### src/rtl/irq_controller.sv
// External interrupt controller: synchronises and latches peripheral requests,
// requests the cpu, and supplies the pending word during the acknowledge cycle.
module irq_controller #(
  parameter int          NSRC      = 64,
  parameter logic [63:0] EDGE_MASK = 64'hFFFF_FFFF_FFFF_FFFF,
  parameter int          HOLDOFF   = 4
) (
  input  logic            clk,
  input  logic            reset_n,
  input  logic [NSRC-1:0] i_src,
  input  logic            i_mask_wr,
  input  logic [63:0]     i_mask_data,
  input  logic            i_clr_wr,
  input  logic [63:0]     i_clr_data,
  input  logic            i_iack,
  output logic            o_irq,
  output logic [63:0]     o_vector,
  output logic            o_ack_valid,
  output logic [63:0]     o_pending
);

  typedef enum logic [1:0] {IDLE, REQ, ACK, HOLD} state_t;

  state_t      state_reg;
  logic [63:0] mask_reg;
  logic [63:0] vector_reg;
  logic        irq_reg;
  logic        ack_valid_reg;
  logic [3:0]  holdoff_reg;

  logic [63:0] pending_bits;
  logic [63:0] active;
  logic [63:0] clr_bits;
  logic        ack_release;

  assign active      = pending_bits & mask_reg;
  assign ack_release = (state_reg == ACK) && !i_iack;
  // Software clear and end-of-acknowledge clear share one path; a new edge still wins.
  assign clr_bits    = (i_clr_wr ? i_clr_data : 64'd0) | (ack_release ? vector_reg : 64'd0);

  genvar gi;
  generate
    for (gi = 0; gi < 64; gi = gi + 1) begin : g_src
      if (gi < NSRC) begin : g_used
        logic sync1_reg;
        logic sync2_reg;
        logic sync3_reg;
        logic pend_reg;

        always_ff @(posedge clk or negedge reset_n) begin
          if (!reset_n) begin
            sync1_reg <= 1'b0;
            sync2_reg <= 1'b0;
            sync3_reg <= 1'b0;
          end else begin
            sync1_reg <= i_src[gi];
            sync2_reg <= sync1_reg;
            sync3_reg <= sync2_reg;
          end
        end

        if (EDGE_MASK[gi]) begin : g_edge
          always_ff @(posedge clk or negedge reset_n) begin
            if (!reset_n) begin
              pend_reg <= 1'b0;
            end else if (sync2_reg && !sync3_reg) begin
              pend_reg <= 1'b1;
            end else if (clr_bits[gi]) begin
              pend_reg <= 1'b0;
            end
          end
        end else begin : g_level
          // Level sources simply mirror the synchronised line.
          always_ff @(posedge clk or negedge reset_n) begin
            if (!reset_n) begin
              pend_reg <= 1'b0;
            end else begin
              pend_reg <= sync2_reg;
            end
          end
        end

        assign pending_bits[gi] = pend_reg;
      end else begin : g_unused
        assign pending_bits[gi] = 1'b0;
      end
    end
  endgenerate

  always_ff @(posedge clk or negedge reset_n) begin
    if (!reset_n) begin
      mask_reg <= 64'd0;
    end else if (i_mask_wr) begin
      mask_reg <= i_mask_data;
    end
  end

  always_ff @(posedge clk or negedge reset_n) begin
    if (!reset_n) begin
      state_reg     <= IDLE;
      irq_reg       <= 1'b0;
      ack_valid_reg <= 1'b0;
      vector_reg    <= 64'd0;
      holdoff_reg   <= 4'd0;
    end else begin
      case (state_reg)
        IDLE: begin
          // A spurious acknowledge reads an empty vector and blocks new requests.
          ack_valid_reg <= i_iack;
          if (i_iack) begin
            vector_reg <= 64'd0;
          end else if (active != 64'd0 && holdoff_reg == 4'd0) begin
            state_reg <= REQ;
            irq_reg   <= 1'b1;
          end
        end
        REQ: begin
          if (active == 64'd0) begin
            state_reg <= IDLE;
            irq_reg   <= 1'b0;
          end else if (i_iack) begin
            state_reg     <= ACK;
            irq_reg       <= 1'b0;
            ack_valid_reg <= 1'b1;
            vector_reg    <= active;
          end
        end
        ACK: begin
          if (!i_iack) begin
            state_reg     <= HOLD;
            ack_valid_reg <= 1'b0;
            vector_reg    <= 64'd0;
            holdoff_reg   <= 4'(HOLDOFF);
          end
        end
        HOLD: begin
          ack_valid_reg <= i_iack;
          if (i_iack) begin
            vector_reg <= 64'd0;
          end
          if (holdoff_reg <= 4'd1) begin
            // Last hold-off cycle: re-request directly so o_irq is low for exactly HOLDOFF clocks.
            holdoff_reg <= 4'd0;
            if (active != 64'd0 && !i_iack) begin
              state_reg <= REQ;
              irq_reg   <= 1'b1;
            end else begin
              state_reg <= IDLE;
            end
          end else begin
            holdoff_reg <= holdoff_reg - 4'd1;
          end
        end
        default: begin
          state_reg <= IDLE;
          irq_reg   <= 1'b0;
        end
      endcase
    end
  end

  assign o_irq       = irq_reg;
  assign o_ack_valid = ack_valid_reg;
  assign o_vector    = vector_reg;
  assign o_pending   = pending_bits;

endmodule

### config.mk
export PLATFORM = sky130hd
export DESIGN_NAME = irq_controller
export DESIGN_NICKNAME = d
export VERILOG_FILES = /design/src/rtl/irq_controller.sv
export SDC_FILE = /design/constraint.sdc
export NUM_CORES = 1
export LEC_CHECK = 0
export CAP_MARGIN = 20
export CORE_MARGIN = 2
export CORE_UTILIZATION = 50
export DETAILED_ROUTE_END_ITERATION = 10
export HOLD_SLACK_MARGIN = 0.02
export PLACE_DENSITY_LB_ADDON = 0.12
export SETUP_SLACK_MARGIN = 0.3
export SYNTH_ARGS = -nofsm -noshare
export SYNTH_HDL_FRONTEND = slang
export SYNTH_SLANG_ARGS = --single-unit
### constraint.sdc
create_clock -name clk -period 2.8 [get_ports clk]
set_input_delay 0.56 -clock clk [delete_from_list [all_inputs] [get_ports clk]]
set_output_delay 0.56 -clock clk [all_outputs]
set_load 0.005 [all_outputs]
### Yosys cells after proc, flatten, opt, wreduce, memory -nomap -nowiden

Index checks and enable logic that the tools add are counted.

| operators by class | value |
|---|---|
| add/sub/neg operators | 1 |
| $lt $le $gt $ge | 1 |
| eq/ne operators | 12 |
| multiplexer cells | 157 |
| bitwise gates (word level) | 2 |
| reductions and logical operators | 208 |

Operators with widths:

| cell | number |
|---|---|
| 64-bit 2-to-1 mux | 6 |
| 64-bit case mux with 3 select lines | 1 |
| 1-bit 2-to-1 mux | 138 |
| 2-bit nonzero test | 65 |
| 1-bit logical AND | 67 |
| 1-bit zero test | 65 |
| 64-bit bitwise AND | 1 |
| 64-bit zero test | 1 |
| 64-bit bitwise OR | 1 |
| 64-bit nonzero test | 1 |
| 2-bit inequality test (second input constant) | 7 |
| 2-bit 2-to-1 mux | 6 |
| 4-bit 2-to-1 mux | 2 |
| 2-bit case mux with 4 select lines | 1 |
| 4-bit case mux with 2 select lines | 1 |
| 1-bit case mux with 3 select lines | 2 |
| 6-bit AND reduction | 1 |
| 5-bit AND reduction | 1 |
| 2-bit == test (second input constant) | 2 |
| 4-bit by 1-bit less-or-equal comparator with 1-bit output (second input constant) | 1 |
| 4-bit zero test | 1 |
| 4-bit AND reduction | 1 |
| 4-bit by 1-bit subtractor with 4-bit output (second input constant) | 1 |
| 3-bit inequality test (second input constant) | 1 |
| other kinds (7) | 7 |

| storage, ports and cells | value |
|---|---|
| flip-flop bits (word level) | 392 |
| bits of input ports | 197 |
| output and inout bits | 130 |
| word-level logic and storage cells | 643 |

### Depth between registers and ports, before layout

Gate-level depths: netlist (run 1).

| depth | value |
|---|---|
| depth in word-level cells | 6 |
| mapped depth | 10 |
| depth with buffers taken out | 8 |

### Least setup slack after synthesis (run 1)

No wires, ideal clock.

| timing | value |
|---|---|
| path kind | reg2reg |
| start | register g_src[47].g_used.pend_reg |
| end | register vector_reg[31] (netlist: o_vector[31]) |
| library setup time | 83 ps |
| arrival time | 1856 ps |
| path slack | 862 ps |
| stages on the path, launching flop included | 11 |
| buffers on the path | 3 |
| cells stage by stage | dfrtp_1 > a22oi_1 > nand2_1 > nor4_2 > nand4_2 > a31oi_1 > buf_4 > buf_6 > buf_6 > nand2_1 > o21ai_0 |

| between the ends | value |
|---|---|
| cells in the longest elaborated chain, start to end | 4 |

RTL lines:

| element | RTL line | text |
|---|---|---|
| from (decl) | 48 | `logic pend_reg;` |
| from (signal assigned) | 65 | `pend_reg <= 1'b0;` |
| from (signal assigned) | 67 | `pend_reg <= 1'b1;` |
| from (signal assigned) | 69 | `pend_reg <= 1'b0;` |
| 64-bit bitwise AND | 36 | `assign active = pending_bits & mask_reg;` |
| 64-bit zero test | 118 | `if (active == 64'd0) begin` |
| 2-bit inequality test (no source line) | -- |  |
| 4-bit AND reduction (no source line) | -- |  |
| to (signal assigned) | 125 | `vector_reg <= active;` |
| to (decl) | 26 | `logic [63:0] vector_reg;` |

No other way between the ends.
A chain may end at the register's enable or synchronous reset.

### Worst setup path after layout (run 1)

| timing | value |
|---|---|
| start | register g_src[45].g_used.pend_reg |
| end | register vector_reg[56] (netlist: o_vector[56]) |

| between the ends | value |
|---|---|
| cells in the longest elaborated chain, start to end | 4 |

RTL lines:

| element | RTL line |
|---|---|
| from (decl) | 48 |
| from (signal assigned) | 65 |
| from (signal assigned) | 67 |
| from (signal assigned) | 69 |
| 64-bit bitwise AND | 36 |
| 64-bit zero test | 118 |
| 2-bit inequality test (no source line) | -- |
| 4-bit AND reduction (no source line) | -- |

No other way between the ends.

==> results.md, run 1 <==
* Outcome: complete, no violations
* Length of the first detailed-routing pass in iterations at 5
* Gate count after technology mapping at 1189
* Worst setup slack after placement at 255 ps
* VDD IR max at 561 uV
* Capture instance of the worst register-to-register path: o_vector[56]
* Maximum number of pins on one net before global-route repair at 80
* Kind of cell adding the most delay to the critical path: compound AO/OA/AOI/OAI gates
* Max-Cap Viols at 0
* Minimum period implied by the final worst setup slack at 2310 ps
* I/O pin total at 327
* WP depth at 7
* Crit path capture type: flip-flop
* Cells traversed along the worst timing path: a22oi_1 > nand2_1 > nor4_4 > nand4_2 > a31oi_4 > buf_12 > o21ai_0
* Grt ovf at 0
* Critical path buffers and inverters at 1
* Minimum setup slack among reg-to-reg paths at 490 ps
* Number of remaining DRC errors at 0
* Synth Net Count at 1392
* WL met3 at 2.74 mm
* Hold path start: g_src[57].g_used.sync1_reg
* Area of all sequential standard cells at 9810 sq um
* R2r worst-path depth at 7
* Peak Freq at 433 MHz
* Maximum clock path buffer count at 3
* Average instance area after synthesis at 11.9 sq um
* Post-synthesis adder-cell area fraction at 0.00529
* Floorplan die height at 172 microns
* Via density per instance at 5.12
* Synth-to-Final Area Change at 33.5%
* Via Count at 9655
* Tightest Pin Transition at 570 ps
* Total power at 16000 uW
* Post-layout net count at 1675
* Sequential cell area fraction in the yosys report at 0.692
* Commonest cells post-synth: 392 x sky130_fd_sc_hd__dfrtp_1, 211 x sky130_fd_sc_hd__nand2_1, 130 x sky130_fd_sc_hd__nand3_1
* Wire length per cell after detailed routing at 19.0 microns
* Aggregate global-route resource usage at 0.246
* Post-synth top area share at 0.692
* Cell at the root of the clock tree: sky130_fd_sc_hd__clkbuf_16
* Total Routed Length at 35.9 mm
* Cell accounting for the most synthesized area: sky130_fd_sc_hd__dfrtp_1
* Wire length on met2 at 17.1 mm
* Vias in the first global route at 9994
* Areal power density over the cells at 845 nW/um^2
* Later-pin clock latency in the skew report at 530 ps
* Largest family of logic cells by synthesized area: simple AND/OR/NAND/NOR gates
* Dominant cell by count in the synthesized netlist: sky130_fd_sc_hd__dfrtp_1
* Global placer's final weighted congestion at 0.839
* CTS clk-pin slew, worst paths at 60 ps
* Kind of critical path: reg -> reg
* Routed length on met1 at 15.1 mm
* Number of antenna-violating nets in the routed design at 0
* Clock buffers created by TritonCTS at 41
* Hold violation count in the final report at 0
* Critical path startpoint category: flip-flop
* Post-synth EDFFs at 0
* Antenna violations before repair at 3
* Data arrival time of the critical path at 2700 ps
* Multi-input logic area at 3470 sq um
* Proportion of layout cells with a drive suffix above 1 at 0.105
* Area share of xor/xnor cells in the synthesized design at 0
* Die ar. at 29700 sq um
* Site row count at 61
* Cell area after technology mapping at 14200 sq um
* Hold Path Stages at 0
* Maximum fanout along the worst path at 62
* Final Skew at 17.2 ps
* Wire length of the first global-routing pass at 55.2 mm
* Async set-or-reset flop fraction in the synthesized netlist at 1.00
* Max Slew Vio Count at 0
* Sinks on Clock Net at 392
* Area of the placeable core at 27900 sq um
* Required time at the endpoint of the critical path at 3190 ps
* Chip Width at 172 microns
* Max incr delay on CP at 420 ps
* Sum of negative setup slack at 0 ps
* Number of levels in the clock H-tree at 2
* WHS Endpoint: g_src[57].g_used.sync2_reg
* Starting density of the core at 0.509
* TritonCTS clock tree: built
* Leakage power total at 0.00828 uW
* Number of distinct standard cells referenced by the synthesized netlist at 32
* Leading post-synthesis cells by cell area: sky130_fd_sc_hd__dfrtp_1 69%, sky130_fd_sc_hd__nand2_1 5.6%, sky130_fd_sc_hd__mux2_2 5.1%
* Hold Crit Class: reg -> reg
* Fill count at 2007
* Number of register bits inferred by synthesis at 392
* Unrepaired setup endpoints after global routing: false
* Worst r2r src: g_src[45].g_used.pend_reg
* Number of I/O port buffers at 326
* Iteration-0 DRC Markers at 692
* CP max stage cell: sky130_fd_sc_hd__dfrtp_1
* Minimum setup slack in the final design at 490 ps
* YS warnings at 0
* Mux contribution to synthesized area at 0.0522
* Synthesized-area fraction occupied by ao, oa, aoi and oai cells at 0.0734
* Part of the cycle the worst path needs at 0.825
* Area share of and/or/nand/nor cells after synthesis at 0.110
* Estimated wirelength of the detail-placed design at 25.1 mm
* Main synth FF type: sky130_fd_sc_hd__dfrtp_1
* Top Layer Used: met4
* Final setup violating endpoints at 0
* Worst-case headroom to the max-slew limit at 0.620
## layout make-up
type,instances,share of cell area
Timing Repair Buffer,348,0.187
Antenna cell,5,0.000661
Clock buffer,64,0.0663
Tap cell,378,0.0250
Sequential cell,392,0.518
Multi-Input combinational cell,618,0.183
Inverter,71,0.0141
Clock inverter,9,0.00535
## through the flow
stage	hold slack (ps)	cells	instance area, sq um	utilization
5_1_grt	352	1880	18900	0.679
3_3_place_gp	332	1805	17500	0.629
4_1_cts	339	1880	18900	0.679
3_5_place_dp	335	1805	17500	0.629
2_1_floorplan	264	1189	14200	-
6_report	342	1885	18900	0.679
## logic make-up (layout without fill, tap and decap cells)
group	count (synthesis)	count (layout)
compound gates	186	186
fa+ha+maj	6	6
other cells	0	5
flops	392	392
buf+inv	179	492
mux	66	66
simple gates	360	360
## how the worst max path moves through the flow
stage | slack [ps] | endpoint | start
5_1_grt | 300 | o_vector[13] | g_src[23].g_used.pend_reg
4_1_cts | 390 | o_vector[56] | g_src[45].g_used.pend_reg
3_3_place_gp | 340 | o_vector[19] | g_src[45].g_used.pend_reg
6_report | 490 | o_vector[56] | g_src[45].g_used.pend_reg
3_5_place_dp | 260 | o_vector[58] | g_src[45].g_used.pend_reg
2_1_floorplan | 860 | o_vector[31] | g_src[47].g_used.pend_reg
## power breakdown
part | internal (uW) | switching, uW
registers | 6420 | 683
logic | 1740 | 1760
clock network | 3260 | 2130
total | 11400 | 4580
## cell usage in the layout, fill, tap and decap left out, drive strengths merged, types with 2 or more instances in the layout
cell / Yosys / layout
dfrtp: 392 / 392
nand2: 211 / 211
nor4: 3 / 3
nand4: 3 / 3
mux2i: 2 / 2
inv: 71 / 72
clkinv: 0 / 5
ha: 6 / 6
mux2: 64 / 64
bufinv: 0 / 2
a22oi: 32 / 32
o21ai: 135 / 135
clkbuf: 31 / 64
o31ai: 2 / 2
a21oi: 8 / 8
clkdlybuf4s50: 0 / 323
a2bb2oi: 2 / 2
buf: 77 / 24
diode: 0 / 5
nand3: 130 / 130
nor2: 9 / 9
a21o: 3 / 3
## metal layers
layer  GRT usage  vias to the layer above
met5           0                        -
met4      0.0796                        0
met3      0.0616                       60
met2       0.393                      329
met1       0.331                     4783
li1            -                     4483
## repair_timing
action                     CTS  global route
setup endpoints to repair   51             5
hold endpoints to repair    27             0
buffers inserted             1             0
gates resized for setup      0             2
pin swaps                    1             0
hold buffers                 1             0
Power figures use the tool's default switching activity.
==> run 2: changes to the inputs <==
Settings changed: CORE_UTILIZATION 50 to 45.
Clock period 2.8 ns to 2 ns, I/O delays scaled along.
==> run 2 against run 1 <==
  * The flow now finishes with violations (setup timing)
  * Critical path type unchanged
  * Global-route usage grew 0.35 points
  * Maximum frequency up 7.2%
  * Worst hold slack worse by 33 ps
  * Via count up 9.3%
  * Final area rose by 11%
  * Power increased by 53%
  * Clock skew about the same
  * Non-clock buffer count is 205 higher
  * Core utilization shrank 0.092 points
  * First-iteration DRC count grew 8.8%
  * Clock power rose by 42%
  * Highest routed layer is now met5
==> results.md, run 2 (synthesized netlist as in run 1, its figures left out) <==
* Length of the first detailed-routing pass in iterations at 5 (unchanged)
* Sum of negative setup slack at -6600 ps (-6600 ps)
* Crit path capture type: flip-flop
* Iteration-0 DRC Markers at 753 (+8.8%)
* Minimum hold slack at 309 ps (-32.7 ps)
* Critical path startpoint category: flip-flop
* R2r worst-path depth at 10 (+3)
* Core utilization of the finished layout at 0.679 (-0.000921)
* Most common cell after layout, fill and taps aside: sky130_fd_sc_hd__dfrtp_1
* Grt ovf at 0 (unchanged)
* Worst r2r src: g_src[37].g_used.pend_reg
* Sinks on Clock Net at 392 (unchanged)
* Critical path startpoint: g_src[37].g_used.pend_reg
* Part of the cycle the worst path needs at 1.08 (+0.252)
* Number of I/O port buffers at 326 (unchanged)
* Max-Cap Viols at 0 (unchanged)
* Cell at the root of the clock tree: sky130_fd_sc_hd__clkbuf_16
* Minimum setup slack in the final design at -155 ps (-645 ps)
* Data arrival time of the critical path at 2600 ps (-100 ps)
* Areal power density over the cells at 1170 nW/um^2 (+39%)
* Total Routed Length at 41.0 mm (+14%)
* Floorplan die height at 182 microns (+5.3%)
* Number of remaining DRC errors at 0 (unchanged)
* Violated checks: setup timing
* Clock buffers created by TritonCTS at 41 (unchanged)
* Aggregate global-route resource usage at 0.249 (+0.00350)
* Highest-count cells in the layout ignoring fill and taps: 391 x sky130_fd_sc_hd__dfrtp_1, 200 x sky130_fd_sc_hd__nand2_1, 193 x sky130_fd_sc_hd__clkdlybuf4s50_1
* Minimum setup slack among reg-to-reg paths at -150 ps (-640 ps)
* Maximum number of pins on one net before global-route repair at 69 (-14%)
* Post-layout net count at 1880 (+12%)
* Die ar. at 32900 sq um (+11%)
* Hold violation count in the final report at 0 (unchanged)
* Worst setup endpoint: o_vector[11]
* Proportion of layout cells with a drive suffix above 1 at 0.257 (+0.152)
* Global placer's final weighted congestion at 0.831 (-0.88%)
* Vias in the first global route at 10800 (+8.4%)
* Capture instance of the worst register-to-register path: o_vector[11]
* Wire length of the first global-routing pass at 62.5 mm (+13%)
* Hold Crit Class: in -> reg
* Maximum clock path buffer count at 3 (unchanged)
* Required time at the endpoint of the critical path at 2440 ps (-750 ps)
* Via Count at 10600 (+9.3%)
* Kind of critical path: reg -> reg
* Via density per instance at 5.01 (-2.1%)
* Area of the placeable core at 30800 sq um (+11%)
* Final Skew at 17.2 ps (-0.0559 ps)
* Outcome: finished, violations left
* Minimum period implied by the final worst setup slack at 2150 ps (-155 ps)
* VDD IR max at 674 uV (+20%)
* Worst setup slack after placement at -250 ps (-506 ps)
* Number of antenna-violating nets in the routed design at 0 (unchanged)
* Synth-to-Final Area Change at 47.5%
* Chip Width at 182 microns (+5.3%)
* Starting density of the core at 0.460 (-0.0491)
* I/O pin total at 327 (unchanged)
* Final setup violating endpoints at 67 (+67)
* Number of levels in the clock H-tree at 2 (unchanged)
* Site row count at 64 (+4.9%)
* Max Slew Vio Count at 0 (unchanged)
* TritonCTS clock tree: built
* Antenna violations before repair at 8 (+5)
* Wire length per cell after detailed routing at 19.4 microns (+2.2%)
* Peak Freq at 464 MHz (+7.2%)
* Later-pin clock latency in the skew report at 530 ps (about the same)
* CTS clk-pin slew, worst paths at 60 ps (about the same)
* Worst-case headroom to the max-slew limit at 0.687 (+0.0668)
* Maximum fanout along the worst path at 7 (-89%)
* Estimated wirelength of the detail-placed design at 26.8 mm (+6.6%)
* Unrepaired setup endpoints after global routing: true
* Leakage power total at 0.00980 uW (+18%)
* Tightest Pin Transition at 470 ps (-100 ps)
[run 2: changes by cell type in the layout (fill, tap and decap cells not counted), moves of 23 or more]
cell	delta
sky130_fd_sc_hd__dlygate4sd2_1	+67
sky130_fd_sc_hd__o21ai_0	-38
sky130_fd_sc_hd__o21ai_1	+35
sky130_fd_sc_hd__clkdlybuf4s15_1	+23
sky130_fd_sc_hd__buf_4	+140
sky130_fd_sc_hd__clkdlybuf4s50_1	-130
sky130_fd_sc_hd__buf_6	+66
[run 2: layout make-up]
| class | count | area (sq um) |
|---|---|---|
| Fill cell | 2347 | 9910 |
| Sequential cell | 392 | 9810 |
| Timing Repair Buffer | 553 | 5320 |
| Multi-Input combinational cell | 618 | 3630 |
| Clock buffer | 64 | 1280 |
| Tap cell | 396 | 495 |
| Inverter | 71 | 269 |
| Clock inverter | 8 | 93.8 |
| Antenna cell | 4 | 10.0 |
[run 2: per-layer routing]
| metal | GRT usage | up-vias | part of all wire |
|---|---|---|---|
| met5 | 0 | - | 0.0013 |
| met4 | 0.0628 | 8 | 0.018 |
| met3 | 0.0542 | 63 | 0.072 |
| met2 | 0.406 | 359 | 0.48 |
| met1 | 0.342 | 5222 | 0.43 |
| li1 | - | 4904 | - |
[run 2: repair_timing]
action | CTS | global route
buffers inserted | 75 | 4
gates cloned | 4 | 3
resized for setup | 337 | 76
setup endpoints to repair | 265 | 153
hold buffers | 1 | 0
endpoints found under the hold margin | 31 | 0
pin swaps | 7 | 7
[run 2: critical path: stages (launching register included)]
cell                        delay (ps)
sky130_fd_sc_hd__dfrtp_1           400
sky130_fd_sc_hd__a22oi_2           280
sky130_fd_sc_hd__nand2_1           150
sky130_fd_sc_hd__nor4_4            300
sky130_fd_sc_hd__nand4_4           150
sky130_fd_sc_hd__a31oi_4           200
sky130_fd_sc_hd__buf_6             160
sky130_fd_sc_hd__buf_12            140
sky130_fd_sc_hd__clkbuf_16         160
sky130_fd_sc_hd__nand2_1            50
sky130_fd_sc_hd__o21ai_1            70
[run 2: worst min-delay path by stage]
stage	start	to	slack, ps	depth (start not counted)
6_report	i_src[13]	g_src[13].g_used.sync1_reg	310	1
5_1_grt	i_src[13]	g_src[13].g_used.sync1_reg	300	1
4_1_cts	i_src[13]	g_src[13].g_used.sync1_reg	290	1
3_5_place_dp	g_src[29].g_used.sync1_reg	g_src[29].g_used.sync2_reg	330	0
3_3_place_gp	g_src[33].g_used.sync1_reg	g_src[33].g_used.sync2_reg	330	0
2_1_floorplan	reset_n	async pin	100	0
[run 2: report_power, final]
group	switching, uW	total (uW)	internal (uW)
logic	3500	7100	3600
clock network	3010	7670	4660
registers	780	9770	8990
[run 2: per-stage QoR]
step | power (uW) | cells | instance area (sq um)
after CTS | 24200 | 2095 | 20700
after detailed placement | 15600 | 1943 | 18500
after global placement | 15500 | 1943 | 18500
final | 24500 | 2106 | 20900
after global routing | 25700 | 2105 | 20900
after floorplan | 12200 | 1189 | 14200
